**src/rtl/btn_debounce_toggle.sv**
```systemverilog
`default_nettype none
// ============================================================================
// Module   : btn_debounce_toggle
// Purpose  : Synchronises and debounces the KEY push-button, producing press /
//            release pulses, a press-toggled level and a wrapping press count.
//            Optional long-press detector enabled by macro LONG_PRESS_EN.
// Revision : 1.0  initial release
// ============================================================================
module btn_debounce_toggle #(
  parameter int CNT_WIDTH       = 20,
  parameter int DEBOUNCE_CYCLES = 500000,
  parameter int ACTIVE_LOW      = 1,
  parameter int LONG_CYCLES     = 50000000
) (
  input  logic       CLOCK_50,
  input  logic       reset,
  input  logic       toggleBtn,
  output logic       btn_level,
  output logic       press_pulse,
  output logic       release_pulse,
  output logic       toggle_q,
  output logic [7:0] press_count,
  output logic       long_pulse
);

  localparam logic                 c_IDLE_LEVEL = (ACTIVE_LOW != 0);
  localparam logic [CNT_WIDTH-1:0] c_CNT_LAST   = CNT_WIDTH'(DEBOUNCE_CYCLES - 1);
  localparam logic [CNT_WIDTH-1:0] c_CNT_ONE    = CNT_WIDTH'(1);

  if (DEBOUNCE_CYCLES < 1 || DEBOUNCE_CYCLES > (2 ** CNT_WIDTH) - 1 ||
      LONG_CYCLES < 1 || LONG_CYCLES > (2 ** 26)) begin : g_param_check
    $error("btn_debounce_toggle: parameter out of legal range");
  end

  typedef enum logic [1:0] {
    RELEASED     = 2'd0,
    WAIT_PRESS   = 2'd1,
    PRESSED      = 2'd2,
    WAIT_RELEASE = 2'd3
  } state_t;

  state_t               r_state, w_state_nxt;
  logic [CNT_WIDTH-1:0] r_cnt, w_cnt_nxt;
  logic                 r_sync1, r_sync2;
  logic                 w_pressed;
  logic                 w_press_evt, w_release_evt;

  // XOR with the idle level normalises the pin so that 1 always means pressed
  assign w_pressed = r_sync2 ^ c_IDLE_LEVEL;

  always_ff @(posedge CLOCK_50) begin
    if (reset) begin
      r_sync1 <= c_IDLE_LEVEL;
      r_sync2 <= c_IDLE_LEVEL;
    end else begin
      r_sync1 <= toggleBtn;
      r_sync2 <= r_sync1;
    end
  end

  always_comb begin
    w_state_nxt   = r_state;
    w_cnt_nxt     = r_cnt;
    w_press_evt   = 1'b0;
    w_release_evt = 1'b0;
    case (r_state)
      RELEASED: begin
        if (w_pressed) begin
          w_state_nxt = WAIT_PRESS;
          w_cnt_nxt   = '0;
        end
      end
      WAIT_PRESS: begin
        if (!w_pressed) begin
          w_state_nxt = RELEASED;
          w_cnt_nxt   = '0;
        end else if (r_cnt == c_CNT_LAST) begin
          w_state_nxt = PRESSED;
          w_cnt_nxt   = '0;
          w_press_evt = 1'b1;
        end else begin
          w_cnt_nxt = r_cnt + c_CNT_ONE;
        end
      end
      PRESSED: begin
        if (!w_pressed) begin
          w_state_nxt = WAIT_RELEASE;
          w_cnt_nxt   = '0;
        end
      end
      WAIT_RELEASE: begin
        if (w_pressed) begin
          w_state_nxt = PRESSED;
          w_cnt_nxt   = '0;
        end else if (r_cnt == c_CNT_LAST) begin
          w_state_nxt   = RELEASED;
          w_cnt_nxt     = '0;
          w_release_evt = 1'b1;
        end else begin
          w_cnt_nxt = r_cnt + c_CNT_ONE;
        end
      end
      default: begin
        w_state_nxt = RELEASED;
        w_cnt_nxt   = '0;
      end
    endcase
  end

  always_ff @(posedge CLOCK_50) begin
    if (reset) begin
      r_state       <= RELEASED;
      r_cnt         <= '0;
      btn_level     <= 1'b0;
      press_pulse   <= 1'b0;
      release_pulse <= 1'b0;
      toggle_q      <= 1'b0;
      press_count   <= 8'd0;
    end else begin
      r_state       <= w_state_nxt;
      r_cnt         <= w_cnt_nxt;
      press_pulse   <= w_press_evt;
      release_pulse <= w_release_evt;
      if (w_press_evt) begin
        btn_level   <= 1'b1;
        toggle_q    <= ~toggle_q;
        press_count <= press_count + 8'd1;
      end else if (w_release_evt) begin
        btn_level <= 1'b0;
      end
    end
  end

`ifdef LONG_PRESS_EN
  localparam logic [25:0] c_LONG_LAST = 26'(LONG_CYCLES - 1);

  logic [25:0] r_hold;
  logic        r_long_done;

  // r_long_done is only cleared by a fresh accepted press, so a release bounce
  // back into PRESSED cannot produce a second long pulse
  always_ff @(posedge CLOCK_50) begin
    if (reset) begin
      r_hold      <= 26'd0;
      r_long_done <= 1'b0;
      long_pulse  <= 1'b0;
    end else begin
      long_pulse <= 1'b0;
      if (w_press_evt) begin
        r_hold      <= 26'd0;
        r_long_done <= 1'b0;
      end else if (r_state == PRESSED && !r_long_done) begin
        if (r_hold == c_LONG_LAST) begin
          long_pulse  <= 1'b1;
          r_long_done <= 1'b1;
        end else begin
          r_hold <= r_hold + 26'd1;
        end
      end
    end
  end
`else
  assign long_pulse = 1'b0;
`endif

endmodule
`default_nettype wire

```
**config.mk**
```make
export PLATFORM = sky130hd
export DESIGN_NAME = btn_debounce_toggle
export DESIGN_NICKNAME = d
export VERILOG_FILES = /design/src/rtl/btn_debounce_toggle.sv
export SDC_FILE = /design/constraint.sdc
export NUM_CORES = 1
export LEC_CHECK = 0
export ABC_AREA = 1
export BUFFER_PORTS_ARGS = -buffer_cell sky130_fd_sc_hd__buf_2
export CORE_MARGIN = 4
export CORE_UTILIZATION = 25
export DETAILED_ROUTE_END_ITERATION = 8
export MAX_ROUTING_LAYER = met4
export PLACE_DENSITY = 0.47
export SLEW_MARGIN = 10
export SYNTH_ARGS = -nofsm -noshare
export SYNTH_HDL_FRONTEND = slang
export SYNTH_SLANG_ARGS = --single-unit
```
**constraint.sdc**
```tcl
create_clock -name CLOCK_50 -period 1.9 [get_ports CLOCK_50]
set_input_delay 0.285 -clock CLOCK_50 [delete_from_list [all_inputs] [get_ports CLOCK_50]]
set_output_delay 0.285 -clock CLOCK_50 [all_outputs]
set_load 0.005 [all_outputs]
```
==> flow_results.org <==
** Outcome
- The flow ran to the end, and the final reports show no timing, DRC or antenna violations.

** Critical path
- For this design, the slowest cell found on the critical path is sky130_fd_sc_hd__dfxtp_1.
- Top Family by Delay on Critical Path :: simple AND/OR/NAND/NOR gates
- Combined buffer and inverter count along the critical path :: 0
- Most common cell type on the critical path :: sky130_fd_sc_hd__nor2_4
- Register-to-register setup slack :: 0.28 ns
- Worst path required time :: 2.09 ns
- The worst setup path is launched from a flip-flop.
- Kind of critical path :: flip-flop to flip-flop
- The worst setup path is captured at a flip-flop.
- Critical Path Fanout Max :: 9
- Chain of cells forming the critical path :: ha_1 -> nand2_2 -> nor2_4 -> nand3_4 -> nor2_4 -> nand3_1 -> nand2_1 -> nor2_1
- Arrival time of the worst setup path :: 1.81 ns
- In this design, the stage delay of the slowest critical-path cell is 0.37 ns.

** Layout
- Area taken by multi-input logic gates :: 0.00127 mm^2
- Of the cells placed in the final design, the portion with a size suffix greater than 1 is 16.0%.
- The sequential cells in the finished layout cover a total of 721 um^2.
- Most used cells in the layout excluding fill and tap cells :: sky130_fd_sc_hd__nand2_1, sky130_fd_sc_hd__nor2_1, sky130_fd_sc_hd__dfxtp_1
- Most common cell after layout, fill and taps aside :: sky130_fd_sc_hd__nand2_1
- The finished cells cover 0.00243 mm^2.
- Layout filler cell count :: 935
- Final #Nets :: 354
- Diode insertion count for antenna repair :: 0
- Area growth syn-to-layout :: 12.9%

** Timing
- Number of pins with negative max-slew slack in the final report :: 0
- Measured against its own limit, the worst slew margin works out to 61.0%.
- Final setup violation count :: 0
- At the pin with the least slew margin, the transition time is 0.585 ns.
- Clock skew on the completed layout was measured at 0.00249 ns.
- The final critical path takes up 85.3% of the cycle.
- The number of endpoints with negative hold slack in the final report was 0.
- Setup repair after global routing left no endpoint under its margin.
- Subtracting the final worst setup slack from the clock period gives 1.62 ns.
- Setup total negative slack on the finished layout was measured at 0 ns.
- Fmax :: 617 MHz

** Routing
- The detailed router finished its first iteration with 107 violations.
- Number of detailed-routing iterations run before antenna repair :: 4
- Number of vias per cell :: 4.57
- For this run, design rule violations remaining after detail routing come to 0.
- Routed wire length :: 5550 um
- Summing over every cut layer, the via total after detailed routing is 2,080.
- In this run the remaining antenna-violating nets after routing total 0.
- After detailed routing, the average wire length per cell comes to 12.2 um.

** Yosys
- Top_reg_cell synth :: sky130_fd_sc_hd__dfxtp_1
- In the synthesized netlist, the number of instances is 332.
- Post-Syn Nets :: 337
- Yosys warns :: 0
- Number of unique standard cell types used by synthesis :: 33
- Sequential cells were found to cover 33.5% of the synthesized design area.
- In this run the cell area of the synthesized design comes to 0.00215 mm^2.
- A synthesized cell averages 6.48 um^2.
- Share of flip-flops with an asynchronous set or reset :: 0%
- The synthesized design contains 0 enable-type register cells.
- FF+latch count, synth :: 36

** Global route
- The number of global-route vias before repair is 1,832.
- First-pass GRT wire length :: 9150 um
- The total overflow left after global routing is 0.
- Maximum number of pins on one net before global-route repair :: 22
- The initial antenna violation count came to 0.
- In the global route stage, overall resource usage came out at 11.7%.

** Clock tree
- Number of buffers on the longest clock path :: 2
- The tree is rooted in a sky130_fd_sc_hd__clkbuf_8.
- H-Tree Level Count :: 2
- Once the clock tree was built, the setup fixing pass inserted 0 buffers.
- Number of gates resized after CTS :: 0
- After clock tree synthesis, the clock-pin slew on the worst setup and hold paths is 0.08 ns.
- Latest clock arrival within the worst-skew pair :: 0.29 ns
- CTS Hold Buffers Added :: 0
- The clock net in this run drives a total of 36 sinks.
- CTS tree :: yes
- In this run, CTS created clock tree buffers numbering 5.

** Power
- Power Dens Cells :: 577 mW/mm^2
- Sequential share of power :: 54.3%
- In this run the static leakage power is 0.820 nW.
- Share of power burned in combinational logic :: 4.0%
- In this run the power spent charging and discharging nets is 0.000336 W.
- Internal power :: 0.00107 W
- Of the total power, the clock network draws 41.8%.
- Across the VDD grid, the largest voltage drop is 0.243 mV.
- Fraction of power spent switching nets :: 24.0%

** Place
- The congestion estimate from routability-driven global placement came to 0.918.
- Placed standard-cell area :: 0.00233 mm^2
- Port Buffers :: 14
- Detailed placement finished with a half-perimeter wire length of 4210 um.

** Die
- Die area :: 0.0102 mm^2
- The die is 101 um tall.
- Once the floorplan was initialized, standard cells occupied 25.9% of the core.
- The initialized floorplan defines 33 standard-cell rows.
- The die is 101 um wide.
- The floorplan step defined a core boundary enclosing 0.00830 mm^2.
- For this design the top-level I/O count stands at 16.

** Flow run
- Reported max-cap violation count :: 0

** Min path
- The min-delay analysis places its worst path in the category input pin to flip-flop.
[final timing paths]
check,startpoint,endpoint,cells past startpoint
worst min-delay path,toggleBtn,r_sync1,2
worst max register to register,r_cnt[0],press_count[4],8
worst max-delay path,r_cnt[0],press_count[4],8
worst min register to register,r_sync1,r_sync2,1
[power by group through the flow]
| stage | clock, W | sequential, W | combinational [W] |
|---|---|---|---|
| 6_report | 0.000586 | 0.000761 | 0.0000555 |
| 5_1_grt | 0.000639 | 0.000762 | 0.0000624 |
| 3_3_place_gp | 0 | 0.000779 | 0.0000563 |
| 2_1_floorplan | 0 | 0.000778 | 0.0000397 |
| 3_5_place_dp | 0 | 0.000779 | 0.0000562 |
| 4_1_cts | 0.000615 | 0.000761 | 0.0000566 |
[flip-flops by register name (all words and copies together), names as in the netlist, named ones only]
name,flops
r_cnt,20
release_pulse,1
press_pulse,1
r_sync1,1
toggle_q,1
press_count,8
btn_level,1
r_sync2,1
r_state,1
[layout make-up]
class | count | share of cell area (%)
flip-flops and latches | 36 | 29.7
multi-input cells | 257 | 52.2
clock inverters | 1 | 0.309
repair buffers | 17 | 3.81
clock buffers | 7 | 3.55
inverters | 32 | 5.05
well taps | 105 | 5.41
[cell families after synthesis]
logic type / share of synthesized area [%]
buffers and inverters: 7.56
xor gates and xnor gates: 2.85
other: 0.174
and+or+nand+nor: 45.4
DFF: 33.5
AOI/OAI and AO/OA: 9.37
adders and majority gates: 1.16
[cells in the mapped netlist (2+ instances only)]
cell type                  instances  share of area [%]
sky130_fd_sc_hd__nand2_1         100                 17
sky130_fd_sc_hd__a21oi_1          22                5.1
sky130_fd_sc_hd__o21a_1            2               0.70
sky130_fd_sc_hd__nand4_1          10                2.9
sky130_fd_sc_hd__nor2_1           43                7.5
sky130_fd_sc_hd__o21ai_0           9                2.1
sky130_fd_sc_hd__dfxtp_1          36                 34
sky130_fd_sc_hd__nor2_2            6                1.7
sky130_fd_sc_hd__ha_1              2                1.2
sky130_fd_sc_hd__nand2_2           4                1.2
sky130_fd_sc_hd__inv_2             6                1.0
sky130_fd_sc_hd__xor2_1            5                2.0
sky130_fd_sc_hd__nor2_4            6                3.1
sky130_fd_sc_hd__nand3_1          24                5.6
sky130_fd_sc_hd__nor3_1            8                1.9
sky130_fd_sc_hd__a21oi_2           2               0.81
sky130_fd_sc_hd__xnor2_1           2               0.81
sky130_fd_sc_hd__nand3_2           2               0.93
sky130_fd_sc_hd__inv_1            24                4.2
sky130_fd_sc_hd__clkbuf_1          2               0.35
sky130_fd_sc_hd__buf_4             3                1.0
sky130_fd_sc_hd__or2_2             2               0.58
sky130_fd_sc_hd__nand2_4           2                1.0
[metal layers]
| metal | track usage, % | vias up | wire length [um] |
|---|---|---|---|
| met5 | - | - | 0 |
| met4 | 4.04 | 0 | 82 |
| met3 | 2.08 | 5 | 135 |
| met2 | 18.6 | 27 | 2510 |
| met1 | 15.1 | 951 | 2820 |
| li1 | - | 1097 | - |
[metrics by stage]
| stage | total power (W) | instances | utilization, % | hold slack (ns) | setup slack (ns) |
|---|---|---|---|---|---|
| finish | 0.00140 | 455 | 29.3 | 0.170 | 0.280 |
| CTS | 0.00143 | 455 | 29.3 | 0.162 | 0.270 |
| global route | 0.00146 | 455 | 29.3 | 0.170 | 0.129 |
| detailed placement | 0.000835 | 447 | 28.1 | 0.399 | 0.286 |
| floorplan | 0.000818 | 332 | - | 0.389 | 0.486 |
| global placement | 0.000835 | 447 | 28.1 | 0.393 | 0.323 |
Power figures use the tool's default switching activity.
